`config.mk`:
```
export PLATFORM = sky130hd
export DESIGN_NAME = prog_loader_flat
export DESIGN_NICKNAME = d
export VERILOG_FILES = /design/src/rtl/prog_loader_pkg.sv /design/src/rtl/prog_loader_if.sv /design/src/rtl/prog_loader_uart_rx.sv /design/src/rtl/prog_loader.sv /design/src/flat_wrapper.sv
export SDC_FILE = /design/constraint.sdc
export NUM_CORES = 1
export LEC_CHECK = 0
export BUFFER_PORTS_ARGS = -buffer_cell sky130_fd_sc_hd__buf_2
export CAP_MARGIN = 15
export CORE_ASPECT_RATIO = 1.1
export CORE_UTILIZATION = 53
export DETAILED_ROUTE_END_ITERATION = 10
export PLACE_DENSITY = 0.74
export SLEW_MARGIN = 20
export SYNTH_ARGS = -nofsm -noshare
export SYNTH_HDL_FRONTEND = slang
export SYNTH_SLANG_ARGS = --single-unit
```
`constraint.sdc`:
```
create_clock -name clk -period 6.8 [get_ports clk]
set_input_delay 0.34 -clock clk [delete_from_list [all_inputs] [get_ports clk]]
set_output_delay 0.34 -clock clk [all_outputs]
set_load 0.03 [all_outputs]
```
`src/rtl/prog_loader_pkg.sv`:
```
// Shared types and constants for the serial program loader.
package prog_loader_pkg;

  typedef enum logic [1:0] {StHdr, StLoad, StDone} load_state_e;
  typedef enum logic [1:0] {RxIdle, RxStart, RxData, RxStop} rx_state_e;

  localparam int unsigned LINE_BYTES = 16;
  localparam int unsigned WORD_BYTES = 4;

  // Image length rounded down to whole imem lines.
  function automatic logic [31:0] line_len(input logic [31:0] len);
    return len & ~32'(LINE_BYTES - 1);
  endfunction

endpackage

```
`src/rtl/prog_loader_if.sv`:
```
// Program-load write bus from the loader to the core memories.
interface prog_loader_if
  import prog_loader_pkg::*;
#(
  parameter int unsigned ADDR_LEN = 32
);
  logic [ADDR_LEN-1:0]     addr;
  logic [8*LINE_BYTES-1:0] data;
  logic                    we_32;
  logic                    we_128;
  logic                    done;
  logic                    err;

  modport master (output addr, data, we_32, we_128, done, err);
  modport slave  (input  addr, data, we_32, we_128, done, err);
endinterface

```
`src/rtl/prog_loader_uart_rx.sv`:
```
// 8N1 UART receiver: 2-FF synchroniser, bit timer and RX FSM.
module prog_loader_uart_rx
  import prog_loader_pkg::*;
#(
  parameter int unsigned CLKS_PER_BIT = 868
) (
  input  logic       clk,
  input  logic       reset,
  input  logic       rxd,
  output logic       byte_valid,
  output logic [7:0] byte_data,
  output logic       frame_err
);
  localparam int unsigned CntW = $clog2(CLKS_PER_BIT);
  localparam logic [CntW-1:0] BitLast  = CntW'(CLKS_PER_BIT - 1);
  localparam logic [CntW-1:0] HalfLast = CntW'(CLKS_PER_BIT / 2 - 1);

  logic [1:0]      sync_q;
  logic            rx_prev_q;
  rx_state_e       state_q, state_d;
  logic [CntW-1:0] cnt_q, cnt_d;
  logic [2:0]      bit_q, bit_d;
  logic [7:0]      shift_q, shift_d;
  logic            rx_s;

  assign rx_s      = sync_q[1];
  assign byte_data = shift_q;

  always_ff @(posedge clk or posedge reset) begin
    if (reset) begin
      sync_q    <= 2'b11;
      rx_prev_q <= 1'b1;
      state_q   <= RxIdle;
      cnt_q     <= '0;
      bit_q     <= '0;
      shift_q   <= '0;
    end else begin
      sync_q    <= {sync_q[0], rxd};
      rx_prev_q <= rx_s;
      state_q   <= state_d;
      cnt_q     <= cnt_d;
      bit_q     <= bit_d;
      shift_q   <= shift_d;
    end
  end

  always_comb begin
    state_d    = state_q;
    cnt_d      = cnt_q + CntW'(1);
    bit_d      = bit_q;
    shift_d    = shift_q;
    byte_valid = 1'b0;
    frame_err  = 1'b0;
    unique case (state_q)
      RxIdle: begin
        cnt_d = '0;
        if (rx_prev_q && !rx_s) state_d = RxStart;
      end
      RxStart: begin
        // A start bit that is high again at mid-bit is a glitch.
        if (cnt_q == HalfLast) begin
          cnt_d   = '0;
          bit_d   = '0;
          state_d = rx_s ? RxIdle : RxData;
        end
      end
      RxData: begin
        if (cnt_q == BitLast) begin
          cnt_d   = '0;
          shift_d = {rx_s, shift_q[7:1]};
          bit_d   = bit_q + 3'd1;
          if (bit_q == 3'd7) state_d = RxStop;
        end
      end
      RxStop: begin
        if (cnt_q == BitLast) begin
          cnt_d      = '0;
          state_d    = RxIdle;
          byte_valid = rx_s;
          frame_err  = !rx_s;
        end
      end
      default: state_d = RxIdle;
    endcase
  end

endmodule

```
`src/rtl/prog_loader.sv`:
```
// Serial program loader: length-prefixed UART image to dmem word / imem line write strobes.
module prog_loader
  import prog_loader_pkg::*;
#(
  parameter int unsigned CLKS_PER_BIT = 868,
  parameter int unsigned ADDR_LEN     = 32
) (
  input  logic          clk,
  input  logic          reset,
  input  logic          rxd,
  prog_loader_if.master bus
);
  localparam int unsigned WordLsb = $clog2(WORD_BYTES);
  localparam int unsigned LineLsb = $clog2(LINE_BYTES);
  localparam int unsigned DataW   = 8 * LINE_BYTES;

  logic       rx_valid, rx_err;
  logic [7:0] rx_data;

  prog_loader_uart_rx #(
    .CLKS_PER_BIT(CLKS_PER_BIT)
  ) u_uart_rx (
    .clk       (clk),
    .reset     (reset),
    .rxd       (rxd),
    .byte_valid(rx_valid),
    .byte_data (rx_data),
    .frame_err (rx_err)
  );

  load_state_e         state_q, state_d;
  logic [31:0]         len_q, len_d;
  logic [1:0]          hdr_cnt_q, hdr_cnt_d;
  logic [ADDR_LEN-1:0] count_q, count_d;
  logic [ADDR_LEN-1:0] addr_q, addr_d;
  logic [DataW-1:0]    data_q, data_d;
  logic                we32_q, we32_d, we128_q, we128_d;
  logic                done_q, done_d, err_q, err_d;
  logic [31:0]         len_n;
  logic [ADDR_LEN-1:0] cnt_n, tgt;

  assign len_n = {rx_data, len_q[31:8]};
  assign cnt_n = count_q + ADDR_LEN'(1);
  assign tgt   = ADDR_LEN'(line_len(len_q));

  always_ff @(posedge clk or posedge reset) begin
    if (reset) begin
      state_q   <= StHdr;
      len_q     <= '0;
      hdr_cnt_q <= '0;
      count_q   <= '0;
      addr_q    <= '0;
      data_q    <= '0;
      we32_q    <= 1'b0;
      we128_q   <= 1'b0;
      done_q    <= 1'b0;
      err_q     <= 1'b0;
    end else begin
      state_q   <= state_d;
      len_q     <= len_d;
      hdr_cnt_q <= hdr_cnt_d;
      count_q   <= count_d;
      addr_q    <= addr_d;
      data_q    <= data_d;
      we32_q    <= we32_d;
      we128_q   <= we128_d;
      done_q    <= done_d;
      err_q     <= err_d;
    end
  end

  always_comb begin
    state_d   = state_q;
    len_d     = len_q;
    hdr_cnt_d = hdr_cnt_q;
    count_d   = count_q;
    addr_d    = addr_q;
    data_d    = data_q;
    we32_d    = 1'b0;
    we128_d   = 1'b0;
    done_d    = done_q;
    err_d     = err_q | rx_err;
    unique case (state_q)
      StHdr: begin
        if (rx_valid) begin
          len_d     = len_n;
          hdr_cnt_d = hdr_cnt_q + 2'd1;
          if (hdr_cnt_q == 2'd3) begin
            count_d = '0;
            if (line_len(len_n) == 32'd0) begin
              state_d = StDone;
              done_d  = 1'b1;
            end else begin
              state_d = StLoad;
            end
          end
        end
      end
      StLoad: begin
        if (rx_valid) begin
          data_d  = {rx_data, data_q[DataW-1:8]};
          count_d = cnt_n;
          // addr names the word just completed, i.e. line base + 12 on a line strobe.
          if (cnt_n[WordLsb-1:0] == '0) begin
            we32_d = 1'b1;
            addr_d = cnt_n - ADDR_LEN'(WORD_BYTES);
          end
          if (cnt_n[LineLsb-1:0] == '0) we128_d = 1'b1;
          if (cnt_n == tgt) begin
            state_d = StDone;
            done_d  = 1'b1;
          end
        end
      end
      StDone:  state_d = StDone;
      default: state_d = StHdr;
    endcase
  end

  assign bus.addr   = addr_q;
  assign bus.data   = data_q;
  assign bus.we_32  = we32_q;
  assign bus.we_128 = we128_q;
  assign bus.done   = done_q;
  assign bus.err    = err_q;

endmodule

```
`src/flat_wrapper.sv`:
```
// flat-port wrapper written by rule: the top's interface ports become plain ports
module prog_loader_flat import prog_loader_pkg::*;
#(
  parameter int unsigned CLKS_PER_BIT = 868,
  parameter int unsigned ADDR_LEN     = 32
)
  (clk, reset, rxd, bus_addr, bus_data, bus_we_32, bus_we_128, bus_done, bus_err);
  prog_loader_if #(.ADDR_LEN(ADDR_LEN)) bus_i ();
  input  logic clk;
  input  logic reset;
  input  logic rxd;
  output wire logic [$bits(bus_i.addr)-1:0] bus_addr;
  output wire logic [$bits(bus_i.data)-1:0] bus_data;
  output wire logic [$bits(bus_i.we_32)-1:0] bus_we_32;
  output wire logic [$bits(bus_i.we_128)-1:0] bus_we_128;
  output wire logic [$bits(bus_i.done)-1:0] bus_done;
  output wire logic [$bits(bus_i.err)-1:0] bus_err;
  assign bus_addr = bus_i.addr;
  assign bus_data = bus_i.data;
  assign bus_we_32 = bus_i.we_32;
  assign bus_we_128 = bus_i.we_128;
  assign bus_done = bus_i.done;
  assign bus_err = bus_i.err;
  prog_loader #(.CLKS_PER_BIT(CLKS_PER_BIT), .ADDR_LEN(ADDR_LEN)) u_core (.clk(clk), .reset(reset), .rxd(rxd), .bus(bus_i));
endmodule
```
# ---- Yosys cells after proc, flatten, opt, wreduce, memory -nomap -nowiden
# Cells that the tools add are included.
dict set report classes {
  add_sub_neg 5
  n_mul 0
  div_mod_pow 0
  magnitude_cmp 0
  n_eq_ne 20
  n_shift 0
  mux 39
  bitwise 1
  reduce_logical 19
}
# operator count
set ops {}
lappend ops {{$mux W32} 3}
lappend ops {{$pmux W32 S2} 1}
lappend ops {{$add A32 B1 Y32 const B} 1}
lappend ops {{$eq A32 B32 Y1} 1}
lappend ops {{$logic_not A32 Y1} 1}
lappend ops {{$sub A32 B3 Y32 const B} 1}
lappend ops {{$pmux W10 S3} 1}
lappend ops {{$mux W2} 11}
lappend ops {{$mux W10} 2}
lappend ops {{$mux W1} 15}
lappend ops {{$add A10 B1 Y10 const B} 1}
lappend ops {{$eq A10 B10 Y1 const B} 1}
lappend ops {{$eq A10 B9 Y1 const B} 1}
lappend ops {{$ne A2 B1 Y1 const B} 5}
lappend ops {{$ne A2 B2 Y1 const B} 5}
lappend ops {{$eq A2 B2 Y1 const B} 4}
lappend ops {{$pmux W2 S4} 1}
lappend ops {{$reduce_and A4 Y1} 2}
lappend ops {{$logic_not A2 Y1} 3}
lappend ops {{$mux W3} 2}
lappend ops {{$pmux W2 S3} 1}
lappend ops {{$pmux W3 S2} 1}
lappend ops {{$reduce_and A2 Y1} 3}
lappend ops {{$reduce_and A3 Y1} 2}
lappend ops {{13 further kinds} 15}
dict set report word_totals {
  reg_bits 258
  latchBits 0
  ramBits 0
  mem_bits_ro 0
  in_bits 3
  output_inout_bits 164
  wordCells 100
  memories 0
}

# ---- Longest topological paths before layout
dict set report logic_depth {
  ltp_word 5
  ltp_mapped 12
}

# ---- Modules after synthesis
# From an unflattened synthesis, not the netlist that was laid out.
dict set report hier_totals {
  cells_unflattened 1100
  area_unflattened_um2 12399.4
}
# mod instances cells_per_inst area_per_inst_um2 seq_area_each_um2
set by_module_without_submodules {}
lappend by_module_without_submodules {prog_loader 1 996 11189.5 5705.5}
lappend by_module_without_submodules {prog_loader_uart_rx 1 104 1209.9 654.4}

# ---- Least setup slack after synthesis
# OpenSTA, ideal clock, no wires.
dict set report synth_path {
  path_type {register to register}
  startpoint {register u_core.count_q[0]}
  endpoint {register u_core.addr_q[31], in the netlist u_core.bus.addr[31]}
  setup_ns 0.095
  arrival_time_ns 3.055
  t_required_ns 6.705
  slack_ns 3.649
  stages_incl_launch_ff 11
  path_buffers 1
  period_less_slack_ns 3.151
  path_cell_list {dfrtp_1 -> ha_1 -> buf_2 -> nand4_2 -> nor4_1 -> xnor2_1 -> nand3_1 -> or3_1 -> nor3_2 -> a31oi_1 -> o31ai_1}
}
dict set report synth_via {
  elab_chain_len 3
  word_cells_on_any_way 4
}
# element line_no
set synth_rtl {}
lappend synth_rtl {{start: declaration} prog_loader.sv:34} ;# logic [ADDR_LEN-1:0] count_q, count_d;
lappend synth_rtl {{start signal: assignment} prog_loader.sv:62} ;# count_q <= count_d;
lappend synth_rtl {{$add A32 B1 Y32 *} prog_loader.sv:43} ;# assign cnt_n = count_q + ADDR_LEN'(1);
lappend synth_rtl {{branches (longest 2 deep; another with $sub A32 B3 Y32)} --}
lappend synth_rtl {{end signal: assignment} prog_loader.sv:63} ;# addr_q <= addr_d;
lappend synth_rtl {{end: declaration} prog_loader.sv:35} ;# logic [ADDR_LEN-1:0] addr_q, addr_d;
# Mark *: on every way between the ends.
# A chain may end at the register's enable or synchronous reset.

# ---- Worst setup path after layout
# Same ends and word-level chain as after synthesis.

==> summary.txt <==
CTS Buf Count: 26
commonest non-fill, non-tap cell in the layout: nand2_1
vias in the first global route: 9,960
crit-path max FO: 18
largest net degree at the start of global routing: 183
setup TNS: 0 ps
share of cells above drive strength 1: 0.192
Final Setup Violations: 0
Clk Tree Root Cell: clkbuf_16
Placer Congestion: 0.991
Core Area: 0.0237 mm2
post-synthesis sequential area ratio: 0.497
Die Area: 0.0248 mm2
layer with the highest usage: met2
critical path type: reg -> reg
Internal: 2580 uW
PnR worst setup slack: 2610 ps
Vias: 10,756
die width: 150 um
Worst Setup End Kind: flip-flop
RR Startpoint: u_core.count_q[0]
initial antenna violation count: 0
RR Endpoint: u_core.bus.addr[31]
post-DP HPWL: 23.9 mm
Worst VDD drop: 0.213 mV
Inst Count DP: 1,821
clock buffer depth: 3
RSZ-0062 raised after global routing: no
syn_area_per_cell: 8.98 um2
Synthesis Warnings: 0
H-tree levels: 1
Comb pwr share: 0.021
Syn Std Cell Area: 0.0128 mm2
Psw: 685 uW
Slew headroom: 0.262
pre-CTS setup slack: 2700 ps
drt via density: 5.75
1st-pass router iterations: 6
Reg area: 0.00636 mm2
IO Count: 167
Chip Height: 165 um
critical path startpoint category: flip-flop
Layout Cells excl Fill: 1,871
Fmax: 239 MHz
R2R cell count: 9
CTS tree: yes
Final Hold Viols: 0
met1 Use GR: 0.407
total grt overflow: 0
Post-CTS Setup Bufs: 0
asr flop ratio synth: 1.00
Gate Count Post-Synth: 1,425
Post-Route WL: 34.6 mm
first-pass GRT wire length: 54.5 mm
Yosys reg bits: 254
Layout Skew: 17.1 ps
Synthesized Nets: 1,438
nets: 1,559
EDFF count, synth: 0
max-cap violations: 0
Post-Place Cell Area: 0.0138 mm2
Lkg Pwr: 0.00776 uW
gr usage total: 0.281
worst slew pin tran: 1100 ps
met2 Usage GRT: 0.440
sw frac: 0.210
period utilization: 0.616
Antenna Nets Post-Route: 0
Avg WL per Cell: 18.5 um
power share of the sequential group: 0.473
status: finished clean
fin. max-slew vios: 0
most frequent cells in the layout: nand2_1 (454), dfrtp_1 (251), buf_2 (166), nor2_1 (67), o21ai_0 (66)
Initial Util: 0.540
clock power share: 0.506
GR Util met3: 0.0312
Fin Hold WS: 302 ps
clock slew at reported path FFs: 60 ps
final critical-path required period: 4190 ps
CTS sink cnt: 254
Ant. Diodes: 0
main flop type after synthesis: dfrtp_1
fillcell total: 2,042
multi-input logic area: 0.00606 mm2
synth unique cells: 69
layout overhead on the synthesized area: 15.6%
PortBufs: 166
placement row count: 59
min-delay worst type: in -> async
data arrival time of the worst path: 4630 ps
drt drc: 0
initial detailed-routing violation count: 914
power per cell area: 221 mW/mm2
Worst Path Required: 7240 ps
R2R Setup Slk: 2610 ps
Clk Latency, worst-skew pair: 540 ps
fin area: 0.0148 mm2
## power groups by stage
| stage | logic (uW) | registers [uW] | clock network [uW] |
|---|---|---|---|
| detailed placement | 70.4 | 1570 | 0 |
| CTS | 71.9 | 1540 | 1680 |
| floorplan | 55.5 | 1570 | 0 |
| global route | 80.2 | 1550 | 1730 |
| finish | 68.4 | 1540 | 1650 |
| global placement | 68.6 | 1570 | 0 |
## cell usage after synthesis, drive strengths merged, types with 6 or more instances
cell type	n	area (um2)
a31oi	7	43.8
or3	15	98.8
a211oi	6	45.0
clkbuf	68	255
a21o	8	60.1
nand2	456	1710
nor2b	9	56.3
inv	19	71.3
buf	14	72.6
nor4	24	163
nand4	30	206
ha	10	125
or4	7	56.3
nor2	67	251
dfrtp	251	6280
mux2	51	578
nand2b	7	43.8
o22ai	6	37.5
xnor2	53	464
o21ai	78	390
or2	7	43.8
mux2i	8	80.1
a21oi	32	160
and4	9	78.8
nor3	26	140
nand3	32	160
and3	7	43.8
and2	10	62.6
o31ai	17	128
xor2	28	245
o2111ai	8	70.1
## cell families (layout without fill, tap and decap cells)
group,Yosys count,count (layout),share of synthesized area
simple gates,719,719,0.252
flops,254,254,0.497
compound gates,198,198,0.0975
buf+inv,101,242,0.0312
xor+xnor,84,84,0.0608
mux,59,59,0.0514
fa+ha+maj,10,10,0.00978
## final cells by class
class,instances,area share
Clock buffer,29,0.0461
Clock inverter,19,0.0217
Inverter,19,0.00507
Multi-Input combinational cell,1070,0.410
Sequential cell,254,0.430
Tap cell,305,0.0258
Timing Repair Buffer,175,0.0619
## through the flow
stage / utilization / power [uW]
finish: 0.625 / 3260
global route: 0.625 / 3360
CTS: 0.624 / 3300
detailed placement: 0.581 / 1640
global placement: 0.581 / 1640
floorplan: - / 1620
## worst max path at each step
stage | start | to | slack [ps] | cells past startpoint
floorplan | reset | asynchronous set/reset pin | 3120 | 1
global placement | u_core.count_q[0] | u_core.bus.addr[28] | 2800 | 9
detailed placement | u_core.count_q[0] | u_core.bus.addr[28] | 2700 | 9
CTS | u_core.count_q[0] | u_core.bus.addr[28] | 2680 | 9
global route | u_core.count_q[0] | u_core.bus.addr[31] | 2320 | 9
finish | u_core.count_q[0] | u_core.bus.addr[31] | 2610 | 9
## flip-flops by register name, indices dropped and copies added, names as in the netlist, 2 cells and up, named ones only
signal                      count
u_core.u_uart_rx.sync_q         2
u_core.count_q                 32
u_core.bus.addr                32
u_core.hdr_cnt_q                2
u_core.state_q                  2
u_core.u_uart_rx.byte_data      8
u_core.len_q                   28
u_core.u_uart_rx.bit_q          3
u_core.bus.data               128
u_core.u_uart_rx.cnt_q         10
## routing by layer
metal,wire length (um),part of all wire
met5,0,0
met4,986,0.028
met3,2110,0.061
met2,16000,0.46
met1,15600,0.45
## critical path, cell delays in order, from the launching register on
cell and delay [ps]:
dfrtp_1 490, ha_1 460, nand4_2 520, nor4_1 930, xnor2_1 280, nand3_1 200, or3_1 470, nor3_2 360
a31oi_1 140, o31ai_1 240
## timing repair
action,in CTS,in global routing
setup endpoints to repair,0,0
hold endpoints to repair,11,0
hold buffers,2,0
resized for setup,0,0
No activity file was read; power rests on OpenSTA's default activity.
